===== config.mk =====
export PLATFORM = sky130hd
export DESIGN_NAME = cathode_scan_decoder
export DESIGN_NICKNAME = d
export VERILOG_FILES = /design/src/rtl/cathode_scan_decoder.sv
export SDC_FILE = /design/constraint.sdc
export NUM_CORES = 1
export LEC_CHECK = 0
export ABC_AREA = 1
export BUFFER_PORTS_ARGS = -buffer_cell sky130_fd_sc_hd__buf_2
export CAP_MARGIN = 10
export CORE_MARGIN = 2
export CORE_UTILIZATION = 25
export CTS_BUF_LIST = sky130_fd_sc_hd__clkbuf_8 sky130_fd_sc_hd__clkbuf_16
export DETAILED_ROUTE_END_ITERATION = 8
export GPL_TIMING_DRIVEN = 0
export SYNTH_ARGS = -nofsm -noshare
export SYNTH_HDL_FRONTEND = slang
export SYNTH_SLANG_ARGS = --single-unit
export TNS_END_PERCENT = 10

===== constraint.sdc =====
create_clock -name clk -period 2.6 [get_ports clk]
set_clock_uncertainty 0.1 [all_clocks]
set_input_delay 0.52 -clock clk [delete_from_list [all_inputs] [get_ports clk]]
set_output_delay 0.52 -clock clk [all_outputs]
set_load 0.05 [all_outputs]

===== src/rtl/cathode_scan_decoder.sv =====
// rtl/cathode_scan_decoder.sv - 7-segment display bus readback decoder
// Waits for each anode/cathode sample to hold steady, decodes it and collects a full frame of digits.
module cathode_scan_decoder #(
   parameter int NUM_DIGITS    = 4,
   parameter int STABLE_CYCLES = 4
) (
   input  logic                    clk,
   input  logic                    rst,
   input  logic [NUM_DIGITS-1:0]   anode,
   input  logic [7:0]              cathode,
   output logic [5*NUM_DIGITS-1:0] symbols,
   output logic                    frame_valid,
   output logic                    pattern_err,
   output logic [NUM_DIGITS-1:0]   digit_mask
);

   localparam int CW = $clog2(STABLE_CYCLES + 1);
   localparam int IW = (NUM_DIGITS > 1) ? $clog2(NUM_DIGITS) : 1;
   localparam logic [CW-1:0] STABLE_MAX = CW'(STABLE_CYCLES);

   typedef enum logic [1:0] {
      ST_WAIT = 2'd0,
      ST_HOLD = 2'd1,
      ST_DONE = 2'd2
   } state_t;

   // Returns {unmapped, code}; unmapped patterns decode to 31.
   function automatic logic [5:0] decode_seg(input logic [6:0] p);
      logic [5:0] r;
      case (p)
         7'b1000000: r = {1'b0, 5'd0};
         7'b1111001: r = {1'b0, 5'd1};
         7'b0100100: r = {1'b0, 5'd2};
         7'b0110000: r = {1'b0, 5'd3};
         7'b0011001: r = {1'b0, 5'd4};
         7'b0010010: r = {1'b0, 5'd5};
         7'b0000010: r = {1'b0, 5'd6};
         7'b1111000: r = {1'b0, 5'd7};
         7'b0000000: r = {1'b0, 5'd8};
         7'b0010000: r = {1'b0, 5'd9};
         7'b0001000: r = {1'b0, 5'd10};
         7'b0000011: r = {1'b0, 5'd11};
         7'b1000110: r = {1'b0, 5'd12};
         7'b0100001: r = {1'b0, 5'd13};
         7'b0000110: r = {1'b0, 5'd14};
         7'b0001110: r = {1'b0, 5'd15};
         7'b0001100: r = {1'b0, 5'd16};
         7'b0111111: r = {1'b0, 5'd17};
         default:    r = {1'b1, 5'd31};
      endcase
      return r;
   endfunction

   logic [NUM_DIGITS-1:0]   anode_s1_q,   anode_s1_d;
   logic [6:0]              cath_s1_q,    cath_s1_d;
   logic [NUM_DIGITS-1:0]   anode_prev_q, anode_prev_d;
   logic [6:0]              cath_prev_q,  cath_prev_d;
   logic [CW-1:0]           cnt_q,        cnt_d;
   state_t                  state_q,      state_d;
   logic [5*NUM_DIGITS-1:0] slots_q,      slots_d;
   logic [NUM_DIGITS-1:0]   mask_q,       mask_d;
   logic [5*NUM_DIGITS-1:0] symbols_q,    symbols_d;
   logic                    frame_valid_q, frame_valid_d;
   logic                    pattern_err_q, pattern_err_d;

   logic                    anode_valid;
   logic                    changed;
   logic                    capture;
   logic                    publish;
   logic [IW-1:0]           idx;
   logic [5:0]              dec;
   int                      low_cnt;

   always_comb begin
      anode_s1_d   = anode;
      cath_s1_d    = cathode[6:0];
      anode_prev_d = anode_s1_q;
      cath_prev_d  = cath_s1_q;

      low_cnt = 0;
      idx     = '0;
      for (int i = 0; i < NUM_DIGITS; i++) begin
         if (!anode_s1_q[i]) begin
            low_cnt = low_cnt + 1;
            idx     = IW'(i);
         end
      end
      anode_valid = (low_cnt == 1);
      changed     = ({anode_s1_q, cath_s1_q} != {anode_prev_q, cath_prev_q});
      dec         = decode_seg(cath_s1_q);

      // Blanking or ghosted anodes never count toward stability.
      if (!anode_valid) begin
         cnt_d = '0;
      end else if (changed || (cnt_q == '0)) begin
         cnt_d = CW'(1);
      end else if (cnt_q < STABLE_MAX) begin
         cnt_d = cnt_q + CW'(1);
      end else begin
         cnt_d = cnt_q;
      end

      state_d = state_q;
      capture = 1'b0;
      case (state_q)
         ST_WAIT: begin
            if (anode_valid) begin
               state_d = ST_HOLD;
            end
         end
         ST_HOLD: begin
            if (!anode_valid) begin
               state_d = ST_WAIT;
            end else if (cnt_d == STABLE_MAX) begin
               capture = 1'b1;
               state_d = ST_DONE;
            end
         end
         ST_DONE: begin
            if (!anode_valid) begin
               state_d = ST_WAIT;
            end else if (changed) begin
               state_d = ST_HOLD;
            end
         end
         default: state_d = ST_WAIT;
      endcase

      // Publish first, then let a same-edge capture open the next frame.
      publish       = &mask_q;
      symbols_d     = publish ? slots_q : symbols_q;
      frame_valid_d = publish;
      mask_d        = publish ? '0 : mask_q;
      slots_d       = slots_q;
      pattern_err_d = 1'b0;
      if (capture) begin
         slots_d[idx*5 +: 5] = dec[4:0];
         mask_d[idx]         = 1'b1;
         pattern_err_d       = dec[5];
      end
   end

   always_ff @(posedge clk) begin
      if (rst) begin
         anode_s1_q    <= '1;
         cath_s1_q     <= '1;
         anode_prev_q  <= '1;
         cath_prev_q   <= '1;
         cnt_q         <= '0;
         state_q       <= ST_WAIT;
         slots_q       <= '1;
         mask_q        <= '0;
         symbols_q     <= '1;
         frame_valid_q <= 1'b0;
         pattern_err_q <= 1'b0;
      end else begin
         anode_s1_q    <= anode_s1_d;
         cath_s1_q     <= cath_s1_d;
         anode_prev_q  <= anode_prev_d;
         cath_prev_q   <= cath_prev_d;
         cnt_q         <= cnt_d;
         state_q       <= state_d;
         slots_q       <= slots_d;
         mask_q        <= mask_d;
         symbols_q     <= symbols_d;
         frame_valid_q <= frame_valid_d;
         pattern_err_q <= pattern_err_d;
      end
   end

   assign symbols     = symbols_q;
   assign frame_valid = frame_valid_q;
   assign pattern_err = pattern_err_q;
   assign digit_mask  = mask_q;

endmodule


### Yosys cells after proc, flatten, opt, wreduce, memory -nomap -nowiden

Cells that the tools add are included.

* bits in registers: 73
* input bits: 14
* output and inout port bits: 26
* logic and storage cells: 82

* add/subtract/negate cells: 5
* multipliers: 1
* magnitude comparators: 3
* equal/unequal tests: 25
* shift operators: 2
* muxes and demuxes: 25
* bitwise gates (word level): 2
* reduce and logical (&&, ||, !) cells: 8

Operator list (number)
* 6-bit case mux with 18 select lines: 1
* 32-bit by 2-bit adder with 32-bit output (second input constant): 3
* 32-bit two-way mux: 3
* 5-bit negator with 34-bit output: 1
* 5-bit by 34-bit variable shift with 20-bit output (first input constant): 1
* 5-bit by 34-bit variable part select with 20-bit output: 1
* 32-bit by 2-bit == test with 1-bit output (second input constant): 1
* 7-bit by 6-bit == test with 1-bit output (second input constant): 4
* 7-bit == test (second input constant): 4
* 7-bit by 4-bit == test with 1-bit output (second input constant): 3
* 7-bit by 5-bit == test with 1-bit output (second input constant): 3
* 20-bit bitwise mux: 1
* 7-bit by 2-bit == test with 1-bit output (second input constant): 2
* 2-bit two-way mux: 7
* 11-bit != test: 1
* 3-bit two-way mux: 3
* 4-bit two-way mux: 2
* 7-bit by 3-bit == test with 1-bit output (second input constant): 1
* 7-bit zero test: 1
* 1-bit two-way mux: 6
* 3-bit != test (second input constant): 2
* 2-bit case mux with 3 select lines: 1
* 2-bit by 3-bit multiplier with 5-bit output (second input constant): 1
* 4-bit OR: 1
* 17 further kinds: 17

### Depth between registers and ports, before layout

* depth after elaboration: 15
* mapped depth: 15
* depth with buffers taken out: 15

### Least setup slack after synthesis

Ideal clock, no wire load.

* path kind: register -> register
* start: register anode_s1_q[1], in the netlist anode_prev_d[1]
* end: register slots_q[10]
* library setup time: 134 ps
* arrival time: 2208 ps
* data required time: 2366 ps
* setup slack: 159 ps
* stages on the path, launching flop included: 15
* path buffers: 0
* period minus slack after synthesis: 2441 ps
* cell sequence: dfxtp_1 -> inv_1 -> ha_1 -> or2_0 -> nand2_2 -> inv_1 -> ha_1 -> nor2_1 -> nand2_1 -> o21ai_1 -> nand3_1 -> nor2_4 -> nand4_1 -> nand2_1 -> nand3_1

* word-level cells in the longest chain between the ends: 11
* elaborated cells on any way between the ends: 22
* those cells by class: 3 x add/sub; 1 x mul; 3 x eq/ne; 2 x shift; 12 x mux; 1 x reduce/logical

Ends and longest elaborated chain
* start: declaration: line 54 `logic [NUM_DIGITS-1:0] anode_s1_q, anode_s1_d;`
* start signal: assignment: line 157 `anode_s1_q <= anode_s1_d;`
* 32-bit two-way mux: line 83 `if (!anode_s1_q[i]) begin`
* 32-bit by 2-bit adder with 32-bit output: line 84 `low_cnt = low_cnt + 1;`
* 32-bit two-way mux: line 83
* 32-bit by 2-bit adder with 32-bit output: line 84
* 32-bit two-way mux: line 83
* 32-bit by 2-bit == test with 1-bit output: line 88 `anode_valid = (low_cnt == 1);`
* 3-bit two-way mux: line 93 `if (!anode_valid) begin`
* 3-bit == test: line 114 `end else if (cnt_d == STABLE_MAX) begin`
* 1-bit two-way mux: line 114
* 1-bit two-way mux: line 112 `if (!anode_valid) begin`
* 1-bit two-way mux: line 105 `case (state_q)`
* end signal: assignment: line 163 `slots_q <= slots_d;`
* end: declaration: line 60 `logic [5*NUM_DIGITS-1:0] slots_q, slots_d;`

Several ways; a longest one is shown, not always the timed one.
A chain may end at the register's enable or synchronous reset.

### Worst setup path after layout

* start: register anode_s1_q[1], in the netlist anode_prev_d[1]
* end: register slots_q[5]

Same word-level chain as after synthesis.

==> flow_metrics.env <==
export IMPL_syn2layout_area_growth_pct=26.4
export IMPL_crit_end="slots_q[5]"
export IMPL_leakagePower_nw=1.83
export IMPL_synthSimpleGateAreaFrac_pct=40.6
export IMPL_peakVddDrop_uv=259
export IMPL_track_usage_pct=11.7
export IMPL_root_buffer="clkbuf_16"
export IMPL_synth_top_family_by_area="simple AND/OR/NAND/NOR gates"
export IMPL_ant_nets=0
export IMPL_synth_cells=422
export IMPL_met2_usage_pct=18.9
export IMPL_cpPeakStageDelay_ps=370
export IMPL_drtIter0Drc=146
export IMPL_synth_nets=441
export IMPL_yosysTopAreaCell="dfxtp_1"
export IMPL_post_route_min_period_ps=2430
export IMPL_design_area_mm2=0.00390
export IMPL_routed_wl_mm=7.09
export IMPL_crit_buf_inv=3
export IMPL_drv_slew=0
export IMPL_yosysUniqueCellTypes=26
export IMPL_drt_pass1_iterations=4
export IMPL_worstSetupStartpoint="anode_prev_d[1]"
export IMPL_finalPower_w=0.00254
export IMPL_hold_viol=0
export IMPL_crit_fanout=6
export IMPL_hp_class="in -> reg"
export IMPL_setup_viol=0
export IMPL_powerDensity_mw_per_mm2=652
export IMPL_reg2reg_to="slots_q[5]"
export IMPL_clk_latency_ps=330
export IMPL_critPathRequiredTime_ps=2700
export IMPL_grt_max_degree=14
export IMPL_hold_slack_ps=263
export IMPL_fill_cells=1281
export IMPL_io_pins=40
export IMPL_synth_seq_cells=73
export IMPL_place_congestion=0.870
export IMPL_grt_overflow=0
export IMPL_post_drt_wl_per_cell_um=11.2
export IMPL_min_period_over_period_pct=93.4
export IMPL_critPathKind="reg -> reg"
export IMPL_cp_cell_sequence="inv_4, ha_4, or2_1, nand2_2, inv_2, ha_4, nor2_1, nand2_1, o21ai_2, and2_2, nand2_4, nand4_1, buf_6, nand2_1, nand3_1"
export IMPL_cts_sinks=73
export IMPL_status="finished, final reports clean"
export IMPL_endpoint_kind="flop"
export IMPL_grt_first_pass_wirelength_mm=12.3
export IMPL_regArea_mm2=0.00147
export IMPL_synth_mux_area_share_pct=0
export IMPL_rrSetupSlack_ps=170
export IMPL_yosys_area_share_adder_pct=2.03
export IMPL_antenna_found_initial=0
export IMPL_final_nets=500
export IMPL_die_w_um=115
export IMPL_hold_buffers=0
export IMPL_grt_use_met3_pct=3.74
export IMPL_crit_arrival_ps=2530
export IMPL_grt_pass1_vias=2714
export IMPL_critPathSlowestCell="dfxtp_4"
export IMPL_rows=40
export IMPL_met1_usage_pct=14.9
export IMPL_multi_input_comb_area_mm2=0.00150
export IMPL_synth_top_area_share_pct=47.4
export IMPL_io_buffers=37
export IMPL_viasPerCell=4.41
export IMPL_ys_seq_area_share_pct=47.4
export IMPL_drc=0
export IMPL_cp_num_cells=15
export IMPL_synth_area_mm2=0.00308
export IMPL_final_common_cell="nand2_1"
export IMPL_yosys_warnings=0
export IMPL_layout_drive_gt1_share_pct=21.2
export IMPL_start_util_pct=25.7
export IMPL_final_util_pct=32.4
export IMPL_top_usage_layer="met2"
export IMPL_r2r_start="anode_prev_d[1]"
export IMPL_synth_compound_area_share_pct=2.27
export IMPL_r2r_cells=15
export IMPL_via_count=2792
export IMPL_holdPathStages=2
export IMPL_rsz0062_at_grt="false"
export IMPL_cts_tree="yes"
export IMPL_diodes=0
export IMPL_relSlewSlack_pct=68.3
export IMPL_mostFrequentLayoutCells="148 x nand2_1, 71 x dfxtp_1, 54 x nand3_1"
export IMPL_max_cap_violations=0
export IMPL_ctsHtreeMaxLevel=3
export IMPL_core_area_mm2=0.0120
export IMPL_synth_area_top_cells="dfxtp_1 47%, nand2_1 18%, nand3_1 8.9%, inv_1 3.5%, nor2_1 3.3%"
export IMPL_die_area_mm2=0.0132
export IMPL_worst_pin_slew_ps=476
export IMPL_cp_top_family="simple AND/OR/NAND/NOR gates"
export IMPL_placed_area_mm2=0.00345
export IMPL_cp_start_kind="flop"
export IMPL_dieHeight_um=115
export IMPL_cts_buffer_depth=2
export IMPL_clock_fmax_ghz=0.412
export IMPL_path_clk_slew_ps=60
export IMPL_synth_xor_area_share_pct=1.99
export IMPL_cts_buffers=9
export IMPL_syn_avg_cell_area_um2=7.31
export IMPL_hpwlAfterDp_mm=5.24
==> cell families after synthesis <==
family,after synthesis
flip-flops,73
AO/OA/AOI/OAI,14
buffers and inverters,46
AND/OR/NAND/NOR,277
adder cells (fa/ha/maj),5
XOR/XNOR,7
==> per-stage QoR <==
step	TNS [ps]	instances	setup WS (ps)
detailed placement	-5290	606	-292
CTS	0	628	21.0
global placement	-3680	606	-200
floorplan	0	422	159
finish	0	633	171
global route	0	633	0.912
==> per-layer routing <==
metal | share of wire, % | vias to the layer above | wire length, um
li1 | - | 1462 | -
met1 | 47 | 1267 | 3310
met2 | 47 | 52 | 3330
met3 | 5.1 | 11 | 363
met4 | 1.2 | 0 | 87
met5 | 0 | - | 0
==> worst min-delay path by stage <==
stage / startpoint / endpoint / slack, ps
after floorplan: slots_q[0] / symbols[0] / 330
after global placement: slots_q[15] / symbols[15] / 350
after detailed placement: slots_q[8] / symbols[8] / 340
after CTS: cathode[1] / cath_prev_d[1] / 260
after global routing: cathode[4] / cath_prev_d[4] / 260
final: cathode[1] / cath_prev_d[1] / 260
==> worst reg2reg max path, stage by stage, from the launching register on <==
cell	delay, ps
dfxtp_4	370
inv_4	50
ha_4	240
or2_1	230
nand2_2	80
inv_2	40
ha_4	250
nor2_1	40
nand2_1	80
o21ai_2	60
and2_2	210
nand2_4	120
nand4_1	140
buf_6	180
nand2_1	50
nand3_1	70
==> where the power goes <==
group / internal, W / total (W) / switching, W
registers: 0.00114 / 0.00116 / 0.0000178
clock network: 0.000742 / 0.00122 / 0.000476
logic: 0.0000624 / 0.000166 / 0.000104
total: 0.00194 / 0.00254 / 0.000598
==> state kept, by name, indices dropped and copies added (netlist names) <==
name / flops
slots_q: 20
symbols: 20
cath_prev_d: 7
cath_prev_q: 7
anode_prev_d: 4
anode_prev_q: 4
digit_mask: 4
cnt_q: 3
state_q: 2
frame_valid: 1
pattern_err: 1
==> area by class of cell <==
cell class | count | area share, %
clock inverters | 7 | 1.86
flip-flops and latches | 73 | 37.6
well taps | 147 | 4.72
clock buffers | 9 | 5.78
multi-input cells | 303 | 38.4
inverters | 33 | 3.24
plain buffers | 13 | 1.32
repair buffers | 48 | 7.06
==> synthesized netlist by cell type (all sizes together) <==
| cell | instances |
|---|---|
| a21oi | 8 |
| and2 | 1 |
| and3b | 1 |
| buf | 2 |
| clkbuf | 11 |
| dfxtp | 73 |
| ha | 5 |
| inv | 33 |
| nand2 | 152 |
| nand3 | 56 |
| nand3b | 1 |
| nand4 | 7 |
| nor2 | 32 |
| nor3 | 11 |
| nor4 | 2 |
| o21ai | 6 |
| or2 | 14 |
| xnor2 | 6 |
| xor2 | 1 |
==> what timing repair did <==
action,4_1_cts,5_1_grt
endpoints found under the setup margin,25,26
setup buffers,6,5
pin swaps,7,12
resized for setup,5,13
No activity file was read; power rests on OpenSTA's default activity.
